===== src/rtl/image_readback.sv =====
// rtl/image_readback.sv - Avalon-MM read path draining one buffered image vector as WORD_W-bit words.
// Optional PEEK register at address 4 enabled by IMG_READBACK_PEEK_EN.
module image_readback #(
  parameter int IMG_BITS = 400,
  parameter int WORD_W   = 16
) (
  input  logic                i_clk,
  input  logic                i_reset_n,
  input  logic                i_load_valid,
  output logic                o_load_ready,
  input  logic [IMG_BITS-1:0] i_load_image,
  input  logic                i_chipselect,
  input  logic                i_read,
  input  logic                i_write,
  input  logic [2:0]          i_address,
  input  logic [WORD_W-1:0]   i_writedata,
  output logic [WORD_W-1:0]   o_readdata,
  output logic                o_done
);

  localparam int NWORDS = (IMG_BITS + WORD_W - 1) / WORD_W;
  localparam int PAD_W  = NWORDS * WORD_W;
  localparam int PTR_W  = $clog2(NWORDS + 1);
  localparam logic [PTR_W-1:0] LAST_PTR = PTR_W'(NWORDS - 1);

  typedef enum logic [1:0] {
    ST_EMPTY   = 2'd0,
    ST_FULL    = 2'd1,
    ST_DRAINED = 2'd2
  } state_t;

  state_t              r_state;
  state_t              w_state_nx;
  logic [PTR_W-1:0]    r_ptr;
  logic [PTR_W-1:0]    w_ptr_nx;
  logic                r_done;
  logic                w_done_nx;
  logic [IMG_BITS-1:0] r_buf;
  logic [WORD_W-1:0]   r_readdata;
  logic [WORD_W-1:0]   w_rdata_nx;
  logic [PAD_W-1:0]    w_buf_pad;
  logic [WORD_W-1:0]   w_words [NWORDS];
  logic [PTR_W-1:0]    w_ptr_sel;
  logic [WORD_W-1:0]   w_word;
  logic [WORD_W-1:0]   w_status;
  logic                w_rd;
  logic                w_wr;
  logic                w_load_acc;
  logic                w_ctrl_wr;
  logic                w_data_rd;
  logic                w_unused_wdata;

  // A simultaneous read wins over write; CTRL only matters once something is buffered.
  assign w_rd          = i_chipselect && i_read;
  assign w_wr          = i_chipselect && i_write && !i_read;
  assign w_load_acc    = i_load_valid && (r_state == ST_EMPTY);
  assign w_ctrl_wr     = w_wr && (i_address == 3'd1) && (r_state != ST_EMPTY);
  assign w_data_rd     = w_rd && (i_address == 3'd3) && (r_state == ST_FULL);
  assign o_load_ready  = (r_state == ST_EMPTY);
  assign o_readdata    = r_readdata;
  assign o_done        = r_done;
  assign w_unused_wdata = ^i_writedata[WORD_W-1:2];

  // Zero-extend so a partial last word reads its unused upper bits as 0.
  assign w_buf_pad = PAD_W'(r_buf);
  assign w_ptr_sel = (r_ptr <= LAST_PTR) ? r_ptr : '0;
  assign w_word    = w_words[w_ptr_sel];
  assign w_status  = WORD_W'({r_state, r_done, r_ptr});

  always_comb begin
    for (int i = 0; i < NWORDS; i++) begin
      w_words[i] = w_buf_pad[i*WORD_W +: WORD_W];
    end
  end

  always_comb begin
    w_rdata_nx = '0;
    case (i_address)
      3'd0:    w_rdata_nx = w_status;
      3'd3:    w_rdata_nx = (r_state == ST_FULL) ? w_word : '0;
`ifdef IMG_READBACK_PEEK_EN
      3'd4:    w_rdata_nx = (r_state == ST_FULL) ? w_word : '0;
`else
      3'd4:    w_rdata_nx = '0;
`endif
      default: w_rdata_nx = '0;
    endcase
  end

  always_comb begin
    w_state_nx = r_state;
    w_ptr_nx   = r_ptr;
    w_done_nx  = r_done;
    case (r_state)
      ST_EMPTY: begin
        if (w_load_acc) begin
          w_state_nx = ST_FULL;
          w_ptr_nx   = '0;
          w_done_nx  = 1'b0;
        end
      end
      default: begin
        if (w_ctrl_wr && i_writedata[1]) begin
          w_state_nx = ST_EMPTY;
          w_ptr_nx   = '0;
          w_done_nx  = 1'b0;
        end else if (w_ctrl_wr && i_writedata[0]) begin
          w_state_nx = ST_FULL;
          w_ptr_nx   = '0;
          w_done_nx  = 1'b0;
        end else if (w_data_rd) begin
          w_ptr_nx = r_ptr + 1'b1;
          if (r_ptr == LAST_PTR) begin
            w_state_nx = ST_DRAINED;
            w_done_nx  = 1'b1;
          end
        end
      end
    endcase
  end

  always_ff @(posedge i_clk or negedge i_reset_n) begin
    if (!i_reset_n) begin
      r_state    <= ST_EMPTY;
      r_ptr      <= '0;
      r_done     <= 1'b0;
      r_buf      <= '0;
      r_readdata <= '0;
    end else begin
      r_state <= w_state_nx;
      r_ptr   <= w_ptr_nx;
      r_done  <= w_done_nx;
      if (w_load_acc) begin
        r_buf <= i_load_image;
      end
      if (w_rd) begin
        r_readdata <= w_rdata_nx;
      end
    end
  end

endmodule


===== config.mk =====
export PLATFORM = sky130hd
export DESIGN_NAME = image_readback
export DESIGN_NICKNAME = d
export VERILOG_FILES = /design/src/rtl/image_readback.sv
export SDC_FILE = /design/constraint.sdc
export NUM_CORES = 1
export LEC_CHECK = 0
export CAP_MARGIN = 20
export CORE_ASPECT_RATIO = 0.5
export CORE_UTILIZATION = 46
export CTS_CLUSTER_SIZE = 20
export DETAILED_ROUTE_END_ITERATION = 7
export MAX_ROUTING_LAYER = met4
export PLACE_DENSITY = 0.73
export SLEW_MARGIN = 20
export SYNTH_ARGS = -nofsm -noshare
export SYNTH_HDL_FRONTEND = slang
export SYNTH_SLANG_ARGS = --single-unit

===== constraint.sdc =====
create_clock -name i_clk -period 2.8 [get_ports i_clk]
set_input_delay 0.7 -clock i_clk [delete_from_list [all_inputs] [get_ports i_clk]]
set_output_delay 0.7 -clock i_clk [all_outputs]
set_load 0.01 [all_outputs]

==> flow_metrics.env <==
export IMPL_required_ns=3.22
export IMPL_grt_start_max_net_pins=84
export IMPL_drive_gt1_share_pct=30.43
export IMPL_num_vias=15640
export IMPL_max_slew_margin_rel_pct=49.08
export IMPL_rsz0062_at_grt="no"
export IMPL_finalCritPeriodShare_pct=95.93
export IMPL_io_buffers=428
export IMPL_ys_flop_type="dfrtp_1"
export IMPL_seq_area_frac_synth_pct=53.07
export IMPL_finalHoldViolCount=0
export IMPL_maxCapViolations=0
export IMPL_ys_warn_count=0
export IMPL_io_pins=443
export IMPL_cp_data_arrival_time_ns=3.11
export IMPL_synth_cells=1592
export IMPL_cp_start_kind="flop"
export IMPL_worst_clock_skew_ns=0.01609
export IMPL_dp_cells=2609
export IMPL_drtPass1Iterations=6
export IMPL_gp_congestion=0.9974
export IMPL_period_minus_slack_ns=2.686
export IMPL_yosysTopAreaCell="dfrtp_1"
export IMPL_ir_worst_vdd_v=0.0004612
export IMPL_async_reset_ff_share_pct=100.0
export IMPL_initial_core_util_pct=47.07
export IMPL_synthDistinctLibCells=71
export IMPL_status="complete, no violations"
export IMPL_viasPerCell=5.827
export IMPL_worst_pin_slew_ns=0.7637
export IMPL_synth_top_area_share_pct=53.07
export IMPL_maxSlewViolCount=0
export IMPL_cts_buffer_depth=3
export IMPL_numCtsBuffers=39
export IMPL_syn_area_mm2=0.01994
export IMPL_dieWidth_um=296.5
export IMPL_fin_nets=2502
export IMPL_htree_levels=2
export IMPL_path_clk_slew_ns=0.07
export IMPL_tritoncts="done"
export IMPL_dp_hpwl_um=50870
export IMPL_final_setup_viol_count=0
export IMPL_p_leak_nw=10.98
export IMPL_grt_pass1_wl_um=100400
export IMPL_final_cells=2684
export IMPL_fmax_mhz=372.3
export IMPL_placementRows=53
export IMPL_synth_edf_count=0
export IMPL_crit_type="flop to flop"
export IMPL_syn_num_nets=2019
export IMPL_crit_fanout=14
export IMPL_crit_start="r_ptr[0]$_DFFE_PN0P_"
export IMPL_setup_ws_ns=0.1140
export IMPL_synth_avg_cell_area_um2=12.53
export IMPL_synthTopCellsByCount="423 x dfrtp_1, 415 x mux2_2, 125 x nand2_1"
export IMPL_clock_sinks=423
export IMPL_grt_pass1_vias=16030
export IMPL_dpl_worst_slack_ns=-0.05340
export IMPL_die_height_um=149.2
export IMPL_area_growth_pct=35.95
export IMPL_core_mm2=0.04237
export IMPL_synth_most_common_cell="dfrtp_1"
export IMPL_wirelength_um=67800
export IMPL_endpoint_kind="flop"
export IMPL_wire_per_inst_um=25.26
export IMPL_drc=0
export IMPL_worstHoldPathType="primary input to asynchronous set/reset pin"
export IMPL_grt_usage_pct=31.54
export IMPL_cts_root_buf="clkbuf_16"
export IMPL_antenna_left=0
export IMPL_worst_skew_pair_late_latency_ns=0.54
export IMPL_antenna_found_initial=6
export IMPL_yosys_top_cells_area="dfrtp_1 53%, mux2_2 23%, mux2i_1 2.9%, nand2_1 2.4%, a21oi_1 2.1%"
export IMPL_drt_iter0_markers=1655
export IMPL_die_area_mm2=0.04424
export IMPL_power_density_mw_per_mm2=925.1
export IMPL_regToRegStartpoint="r_ptr[0]$_DFFE_PN0P_"
export IMPL_ys_seq_elements=423
export IMPL_grt_remaining_overflow=0
export IMPL_n_fill_cell=3251
metal layers:
metal / up-vias / GRT usage, % / share of wire, %
met1: 8055 / 41.03 / 41
li1: 6887 / - / -
met4: 0 / 9.124 / 2.8
met2: 579 / 50.89 / 49
met5: - / - / 0
met3: 119 / 5.364 / 7.2
placed cells by master, fill, tap and decap left out, types with 7 or more instances in the layout:
master           count
a211oi_1            29
a21oi_1             85
a221oi_1            25
a2bb2oi_1            8
a31oi_1             18
buf_12              26
buf_4              108
clkbuf_16           41
clkbuf_8             7
clkdlybuf4s50_1    427
dfrtp_1            421
diode_2              7
inv_1                7
mux2_2             415
mux2i_1             57
nand2_1            125
nand2b_1             7
nand3_1             19
nor2_1              23
nor2b_1             16
nor3_1              10
o2111ai_1           10
o211a_1             10
o211ai_1             8
o21ai_0             24
o21ai_1             12
o221ai_1            14
o22ai_1             21
registers in the layout (all words and copies together) (netlist names):
register    count
r_buf         400
o_readdata     16
r_ptr           5
r_state         2
layout make-up:
cell class	count	area, µm²	share of cell area, %
antenna	7	17.52	0.06461
clock buffer	53	1141	4.209
clock inverter	13	197.7	0.7291
multi-input combinational	1039	8780	32.38
inverter	9	33.78	0.1246
tap	577	721.9	2.663
sequential	423	10590	39.06
timing repair buffer	563	5632	20.77
worst max-delay path, stage by stage (launching register included):
cell      delay, ns
dfrtp_4        0.49
inv_2          0.07
ha_1           0.16
buf_4          0.15
nor2b_4        0.25
buf_4          0.20
o21ai_4        0.07
buf_4          0.22
a211oi_1       0.26
o21ai_0        0.24
a211oi_1       0.34
a211oi_2       0.12
what timing repair did:
item	CTS	global route
gates resized for setup	0	5
hold buffers	0	0
pin swaps	1	0
setup buffers	2	0
setup endpoints to repair	1	4
kinds of logic (layout without fill, tap and decap cells):
group / count (synthesis) / in the layout / share of synthesized area [%]
multiplexers: 479 / 479 / 26.74
flip-flops: 423 / 423 / 53.07
AO/OA/AOI/OAI: 328 / 328 / 11.57
AND/OR/NAND/NOR: 229 / 229 / 5.245
buffers and inverters: 130 / 638 / 3.193
adder cells (fa/ha/maj): 2 / 2 / 0.1255
XOR/XNOR: 1 / 1 / 0.04392
other: 0 / 7 / 0
power breakdown:
group / total (mW) / internal (mW) / switching, mW / leakage (nW)
clock: 5.70 / 3.31 / 2.39 / 0.652
combinational: 8.57 / 4.93 / 3.64 / 5.32
sequential: 10.8 / 9.15 / 1.66 / 5.01
through the flow:
stage                     util, %  hold slack (ns)  power [mW]  cell area (µm²)   TNS, ns
after detailed placement    60.72           0.4882       19.32            25730  -0.05340
after global routing        63.99           0.1866       26.26            27110         0
after global placement      60.72           0.4822       18.97            25730         0
final                       63.99           0.1460       25.08            27110         0
after CTS                   63.91           0.1630       25.04            27080         0
after floorplan                 -           0.4044       15.93            19940         0
final timing paths:
path	end	slack [ns]	cells past startpoint
worst max-delay path	o_readdata[4]$_DFFE_PN0P_	0.11	11
worst min-delay path	r_buf[112]$_DFFE_PN0P_	0.15	1
worst max register to register	o_readdata[4]$_DFFE_PN0P_	0.11	11
worst min register to register	r_buf[100]$_DFFE_PN0P_	0.50	1
max in group asynchronous	r_buf[290]$_DFFE_PN0P_	1.84	2
min in group i_clk	r_buf[100]$_DFFE_PN0P_	0.50	1
(Power assumes the default switching activity.)
